$ cat src/rtl/dac_pkg.sv
// Shared constants and state encoding for the MCP47FEB DAC update scheduler.
package dac_pkg;

    localparam logic [6:0] MCP47FEB_ADDR = 7'h60;

    localparam logic [4:0] REG_DAC0 = 5'd0;
    localparam logic [4:0] REG_DAC1 = 5'd1;

    localparam logic [1:0] CMD_WRITE = 2'b00;
    localparam logic [1:0] CMD_READ  = 2'b11;

    // WAIT down-counter load: terminal count reached on the second WAIT cycle
    localparam logic [1:0] WAIT_TC_LOAD = 2'd1;

    typedef enum logic [2:0] {
        ST_IDLE = 3'd0,
        ST_CMD  = 3'd1,
        ST_B0   = 3'd2,
        ST_B1   = 3'd3,
        ST_B2   = 3'd4,
        ST_WAIT = 3'd5,
        ST_DONE = 3'd6
    } dac_state_e;

    function automatic logic [7:0] dac_write_cmd_byte(input logic ch);
        return {(ch ? REG_DAC1 : REG_DAC0), CMD_WRITE, 1'b0};
    endfunction

endpackage

$ cat src/rtl/dac_rr_arbiter.sv
// Two-requester round-robin arbiter: on contention, grants the channel not served last.
module dac_rr_arbiter (
    input  logic [1:0] req_i,
    input  logic       last_i,
    output logic       gnt_o,
    output logic       valid_o
);

    always_comb begin
        valid_o = |req_i;
        if (&req_i) begin
            gnt_o = ~last_i;
        end else begin
            gnt_o = req_i[1];
        end
    end

endmodule

$ cat src/rtl/dac_update_scheduler.sv
// Shares one MCP47FEB I2C DAC between two channels: coalesces updates, arbitrates
// round-robin and drives one i2c_master write transaction per update, with NACK retry.
//
// state | meaning
// IDLE  | no transaction; arbitrate pending channels
// CMD   | present start/write_multiple/stop command to i2c_master
// B0    | register index / write command byte
// B1    | value high byte
// B2    | value low byte (last)
// WAIT  | let i2c_master finish the bus transaction
// DONE  | resolve ACK outcome: finish, retry or flag error
module dac_update_scheduler
    import dac_pkg::*;
#(
    parameter logic [6:0]  DEV_ADDR  = MCP47FEB_ADDR,
    parameter int unsigned MAX_RETRY = 2
) (
    input  logic        clk,
    input  logic        rst_n,
    input  logic [15:0] ch0_value,
    input  logic        ch0_wr,
    input  logic [15:0] ch1_value,
    input  logic        ch1_wr,
    input  logic        err_clr,
    output logic [1:0]  pending,
    output logic        busy,
    output logic [1:0]  err_ack,
    output logic [6:0]  cmd_address,
    output logic        cmd_start,
    output logic        cmd_write_multiple,
    output logic        cmd_stop,
    output logic        cmd_valid,
    input  logic        cmd_ready,
    output logic [7:0]  data_in,
    output logic        data_in_valid,
    output logic        data_in_last,
    input  logic        data_in_ready,
    input  logic        i2c_busy,
    input  logic        missed_ack
);

    dac_state_e  state_q;
    logic        gnt_q;
    logic        rr_q;
    logic        nack_q;
    logic [15:0] tx_q;
    logic [15:0] hold0_q;
    logic [15:0] hold1_q;
    logic [1:0]  pending_q;
    logic [1:0]  pending_d;
    logic [1:0]  err_q;
    logic [1:0]  err_d;
    logic [1:0]  wait_q;
    logic [7:0]  retry_q;
    logic        busy_q;
    logic        cmd_valid_q;
    logic        cmd_flags_q;
    logic [6:0]  cmd_addr_q;
    logic [7:0]  data_q;
    logic        dvalid_q;
    logic        dlast_q;

    logic        arb_gnt;
    logic        arb_valid;
    logic        grant_fire;
    logic        done_fire;
    logic        retry_ok;

    dac_rr_arbiter u_arb (
        .req_i   (pending_q),
        .last_i  (rr_q),
        .gnt_o   (arb_gnt),
        .valid_o (arb_valid)
    );

    assign grant_fire = (state_q == ST_IDLE) && arb_valid;
    assign done_fire  = (state_q == ST_DONE);
    assign retry_ok   = ({24'd0, retry_q} < MAX_RETRY);

    // New writes are applied last so they win over the grant clear.
    always_comb begin
        pending_d = pending_q;
        err_d     = err_q;
        if (grant_fire) begin
            pending_d[arb_gnt] = 1'b0;
        end
        if (err_clr) begin
            err_d = 2'b00;
        end
        if (done_fire && nack_q) begin
            if (retry_ok) begin
                pending_d[gnt_q] = 1'b1;
            end else begin
                err_d[gnt_q] = 1'b1;
            end
        end
        if (ch0_wr) begin
            pending_d[0] = 1'b1;
        end
        if (ch1_wr) begin
            pending_d[1] = 1'b1;
        end
    end

    always_ff @(posedge clk or negedge rst_n) begin
        if (!rst_n) begin
            pending_q <= 2'b00;
            err_q     <= 2'b00;
            hold0_q   <= 16'h0000;
            hold1_q   <= 16'h0000;
        end else begin
            pending_q <= pending_d;
            err_q     <= err_d;
            if (ch0_wr) begin
                hold0_q <= ch0_value;
            end
            if (ch1_wr) begin
                hold1_q <= ch1_value;
            end
        end
    end

    always_ff @(posedge clk or negedge rst_n) begin
        if (!rst_n) begin
            state_q     <= ST_IDLE;
            gnt_q       <= 1'b0;
            rr_q        <= 1'b0;
            nack_q      <= 1'b0;
            tx_q        <= 16'h0000;
            wait_q      <= 2'd0;
            retry_q     <= 8'd0;
            busy_q      <= 1'b0;
            cmd_valid_q <= 1'b0;
            cmd_flags_q <= 1'b0;
            cmd_addr_q  <= 7'd0;
            data_q      <= 8'd0;
            dvalid_q    <= 1'b0;
            dlast_q     <= 1'b0;
        end else begin
            if (missed_ack && (state_q != ST_IDLE) && (state_q != ST_DONE)) begin
                nack_q <= 1'b1;
            end
            case (state_q)
                ST_IDLE: begin
                    if (arb_valid) begin
                        state_q     <= ST_CMD;
                        gnt_q       <= arb_gnt;
                        tx_q        <= arb_gnt ? hold1_q : hold0_q;
                        busy_q      <= 1'b1;
                        cmd_valid_q <= 1'b1;
                        cmd_flags_q <= 1'b1;
                        cmd_addr_q  <= DEV_ADDR;
                    end
                end
                ST_CMD: begin
                    if (cmd_ready) begin
                        state_q     <= ST_B0;
                        cmd_valid_q <= 1'b0;
                        cmd_flags_q <= 1'b0;
                        cmd_addr_q  <= 7'd0;
                        data_q      <= dac_write_cmd_byte(gnt_q);
                        dvalid_q    <= 1'b1;
                    end
                end
                ST_B0: begin
                    if (data_in_ready) begin
                        state_q <= ST_B1;
                        data_q  <= tx_q[15:8];
                    end
                end
                ST_B1: begin
                    if (data_in_ready) begin
                        state_q <= ST_B2;
                        data_q  <= tx_q[7:0];
                        dlast_q <= 1'b1;
                    end
                end
                ST_B2: begin
                    if (data_in_ready) begin
                        state_q  <= ST_WAIT;
                        data_q   <= 8'd0;
                        dvalid_q <= 1'b0;
                        dlast_q  <= 1'b0;
                        wait_q   <= WAIT_TC_LOAD;
                    end
                end
                ST_WAIT: begin
                    if (wait_q != 2'd0) begin
                        wait_q <= wait_q - 2'd1;
                    end else if (!i2c_busy) begin
                        state_q <= ST_DONE;
                    end
                end
                ST_DONE: begin
                    state_q <= ST_IDLE;
                    busy_q  <= 1'b0;
                    nack_q  <= 1'b0;
                    if (nack_q && retry_ok) begin
                        retry_q <= retry_q + 8'd1;
                    end else begin
                        retry_q <= 8'd0;
                        rr_q    <= gnt_q;
                    end
                end
                default: begin
                    state_q <= ST_IDLE;
                    busy_q  <= 1'b0;
                end
            endcase
        end
    end

    assign pending            = pending_q;
    assign busy               = busy_q;
    assign err_ack            = err_q;
    assign cmd_address        = cmd_addr_q;
    assign cmd_start          = cmd_flags_q;
    assign cmd_write_multiple = cmd_flags_q;
    assign cmd_stop           = cmd_flags_q;
    assign cmd_valid          = cmd_valid_q;
    assign data_in            = data_q;
    assign data_in_valid      = dvalid_q;
    assign data_in_last       = dlast_q;

endmodule

$ cat config.mk
export PLATFORM = sky130hd
export DESIGN_NAME = dac_update_scheduler
export DESIGN_NICKNAME = d
export VERILOG_FILES = /design/src/rtl/dac_pkg.sv /design/src/rtl/dac_rr_arbiter.sv /design/src/rtl/dac_update_scheduler.sv
export SDC_FILE = /design/constraint.sdc
export NUM_CORES = 1
export LEC_CHECK = 0
export CORE_MARGIN = 2
export CORE_UTILIZATION = 35
export DETAILED_ROUTE_END_ITERATION = 10
export SLEW_MARGIN = 10
export SYNTH_ARGS = -nofsm -noshare
export SYNTH_HDL_FRONTEND = slang
export SYNTH_SLANG_ARGS = --single-unit
$ cat constraint.sdc
create_clock -name clk -period 1.8 [get_ports clk]
set_clock_uncertainty 0.15 [all_clocks]
set_input_delay 0.36 -clock clk [delete_from_list [all_inputs] [get_ports clk]]
set_output_delay 0.36 -clock clk [all_outputs]
set_load 0.01 [all_outputs]
==> results of run 1 <==
-- cells in the final DEF (no fill, tap or decap), types with 10 or more instances in the layout --
cell type	netlist	layout
a21oi_1	24	24
buf_4	14	21
clkdlybuf4s50_1	0	42
dfrtp_1	80	76
dlygate4sd2_1	0	15
mux2_2	35	33
mux2i_1	24	24
nand2_1	10	10
nor2_1	36	36
-- power by group through the flow --
stage	Clock, mW	Combinational [mW]	Sequential [mW]
after floorplan	0	2.06	2.69
after global placement	0	3.11	2.76
after detailed placement	0	3.15	2.78
after CTS	1.36	3.12	2.74
after global routing	1.43	3.51	2.80
final	1.31	3.15	2.73
-- layout make-up --
type                    count  share of cell area, %
well taps                 136                   3.51
repair buffers             89                   18.3
clock buffers              10                   2.64
flip-flops and latches     80                   41.4
inverters                  10                  0.775
multi-input cells         206                   31.9
clock inverters             6                   1.40
-- what timing repair did --
item / CTS / global route
hold buffers: 1 / 0
gates resized for setup: 18 / 13
buffers inserted: 2 / 2
hold endpoints to repair: 27 / 0
setup endpoints to repair: 23 / 6
pin swaps: 0 / 2
-- worst max-delay path: stages, from the launching register on --
cell and delay (ps):
dfrtp_2 460, buf_4 160, nor4b_1 410, a311oi_2 90, o21ai_2 130, mux2_4 320
-- cells by family after synthesis --
family          after synthesis  synth area share (%)
simple gates                 78                  11.3
flops                        80                  53.9
compound gates               57                  9.54
mux                          60                  17.5
xor+xnor                      2                 0.472
fa+ha+maj                     4                  1.35
other cells                   1                 0.101
buf+inv                      39                  5.86
-- cells in the mapped netlist (2+ instances only) --
| cell type | number |
|---|---|
| a31oi_1 | 7 |
| buf_4 | 14 |
| or3_1 | 2 |
| nor4_1 | 8 |
| nor2_1 | 36 |
| dfrtp_1 | 80 |
| buf_2 | 9 |
| a21o_1 | 7 |
| mux2i_1 | 24 |
| nor3_1 | 2 |
| a21oi_1 | 24 |
| mux2_2 | 35 |
| clkbuf_1 | 5 |
| inv_1 | 9 |
| nand3_1 | 2 |
| ha_1 | 4 |
| nor2b_1 | 2 |
| o21ai_0 | 4 |
| nand2_1 | 10 |
| o22ai_1 | 2 |
| nand3b_1 | 3 |
| nand2b_1 | 3 |
-- metal layers --
metal / global-route usage, % / wire [um]
met4: 2.78 / 19
met1: 17.8 / 3330
met2: 24.6 / 3970
met3: 4.80 / 414
met5: 0 / 0
-- worst paths after layout --
check	start	endpoint	slack, ps
max	state_q[2]	state_q[2]	-30
min	rst_n	retry_q[6]	330
max reg2reg	state_q[2]	state_q[2]	-30
min reg2reg	data_in[7]	data_in[7]	330
max in group asynchronous	rst_n	err_ack[1]	620
min in group clk	data_in[7]	data_in[7]	330
-- stage by stage --
| stage | power (mW) | area (um^2) | setup TNS, ps | util [%] |
|---|---|---|---|---|
| floorplan | 4.74 | 3730 | 0 | - |
| finish | 7.20 | 4840 | -55.2 | 46.9 |
| CTS | 7.21 | 4790 | 0 | 46.4 |
| global placement | 5.87 | 4580 | -2440 | 44.4 |
| detailed placement | 5.93 | 4580 | -3180 | 44.4 |
| global route | 7.74 | 4840 | -168 | 46.9 |
-- flip-flops by register name (all words and copies together) (netlist names), 2 cells and up --
register	count
hold0_q	16
hold1_q	16
tx_q	16
data_in	8
retry_q	8
state_q	3
err_ack	2
pending	2
wait_q	2
==> flow_summary.ini, run 1 <==
[layout]
multi_input_area_mm2 = 0.00154
diodes = 0
drive_above_1_share_pct = 23.4
area_delta_synth_final_pct = 30.4
final_nets = 441
instances_no_fill = 537
final-seq-area_mm2 = 0.00201
nFillCells = 984

[synth]
synth_ff_type = dfrtp_1
avgSynthCellArea_um2 = 11.6
ys_types = 51
ys_seq_elements = 80
postSynthCellCount = 321
synth_edf_count = 0
synth_top_area_share_pct = 53.9
async_reset_ff_share_pct = 100
ys.warnings.count = 0
synth_top_area_cell = dfrtp_1
synth_area_leaders = dfrtp_1, mux2_2, mux2i_1
syn_area_mm2 = 0.00371
yosysSeqAreaShare_pct = 53.9

[global_route]
grt_pass1_vias = 2661
grt-ovfl-total = 0
antenna_found_initial = 0
grt_max_degree = 35
track_usage_pct = 14.4
grt_pass1_wl_um = 12800

[power_and_ir_drop]
switching_share_pct = 35.8
leakage_nw = 2.20
switching_power_mw = 2.58
power.density_mw_per_mm2 = 1490
comb_power_share_pct = 43.8
p_clk_share_pct = 18.2
p_int_mw = 4.62
peakVddDrop_mv = 0.593
seq_power_share_pct = 38.0

[route]
via_per_inst = 4.89
wl_per_cell_um = 14.4
vias = 2626
drc = 0
wl_um = 7740
first_pass_iters = 4
drt_iter0_drc = 52
ant_nets = 0

[die]
initial_core_util_pct = 36.0
die_w_um = 107
pin_count = 67
die_area_mm2 = 0.0115
num_rows = 37
die_height_um = 107
core_area_mm2 = 0.0103

[setup_path]
worstPathRequired_ps = 1890
crit_type = register to register
start_kind = register
ff2ff_path_depth = 5
critPathArrivalTime_ps = 1910
end_kind = register
path_max_fanout = 6

[sta]
min_period_over_period_pct = 102
period_needed_ps = 1830
setup_viol = 2
slew_viol_final = 0
max_freq_ghz = 0.547
hold_viol = 0
fin_ws_ps = -27.9
whs_ps = 331

[clock_network]
clk_path_buf_depth = 2
cts_htree_levels = 3
clk_latency_ps = 350
cts_sinks = 80
cts_made_buffers = 9
path_clk_slew_ps = 80
cts_tree = done
cts-root-buf = clkbuf_8

[place]
place_inst = 517
dp_hpwl_um = 5640
place_ws_ps = -318
port_buffers = 61
gp_congestion = 0.840

[run]
drv_cap = 0

[status]
status = finished with violations
violations = negative setup slack

[worst_hold_path]
hp-class = primary input to asynchronous set/reset pin
Note: power is estimated with default switching activity, not from simulation.
==> inputs of run 2 (changes only) <==
--- a/config.mk
+++ b/config.mk
@@ -7,7 +7,9 @@
 export LEC_CHECK = 0
 export CORE_MARGIN = 2
 export CORE_UTILIZATION = 35
+export CTS_CLUSTER_SIZE = 24
 export DETAILED_ROUTE_END_ITERATION = 10
+export GPL_ROUTABILITY_DRIVEN = 0
 export SLEW_MARGIN = 10
 export SYNTH_ARGS = -nofsm -noshare
 export SYNTH_HDL_FRONTEND = slang
==> results of run 2 <==
Final layout, timing and power as in run 1 (identical DEF).
==> inputs of run 3 (changes only) <==
--- a/config.mk
+++ b/config.mk
@@ -10,6 +10,7 @@
 export CTS_CLUSTER_SIZE = 24
 export DETAILED_ROUTE_END_ITERATION = 10
 export GPL_ROUTABILITY_DRIVEN = 0
+export HOLD_SLACK_MARGIN = 0.03
 export SLEW_MARGIN = 10
 export SYNTH_ARGS = -nofsm -noshare
 export SYNTH_HDL_FRONTEND = slang
==> results of run 3 <==
Final layout, timing and power as in run 1 (identical DEF).
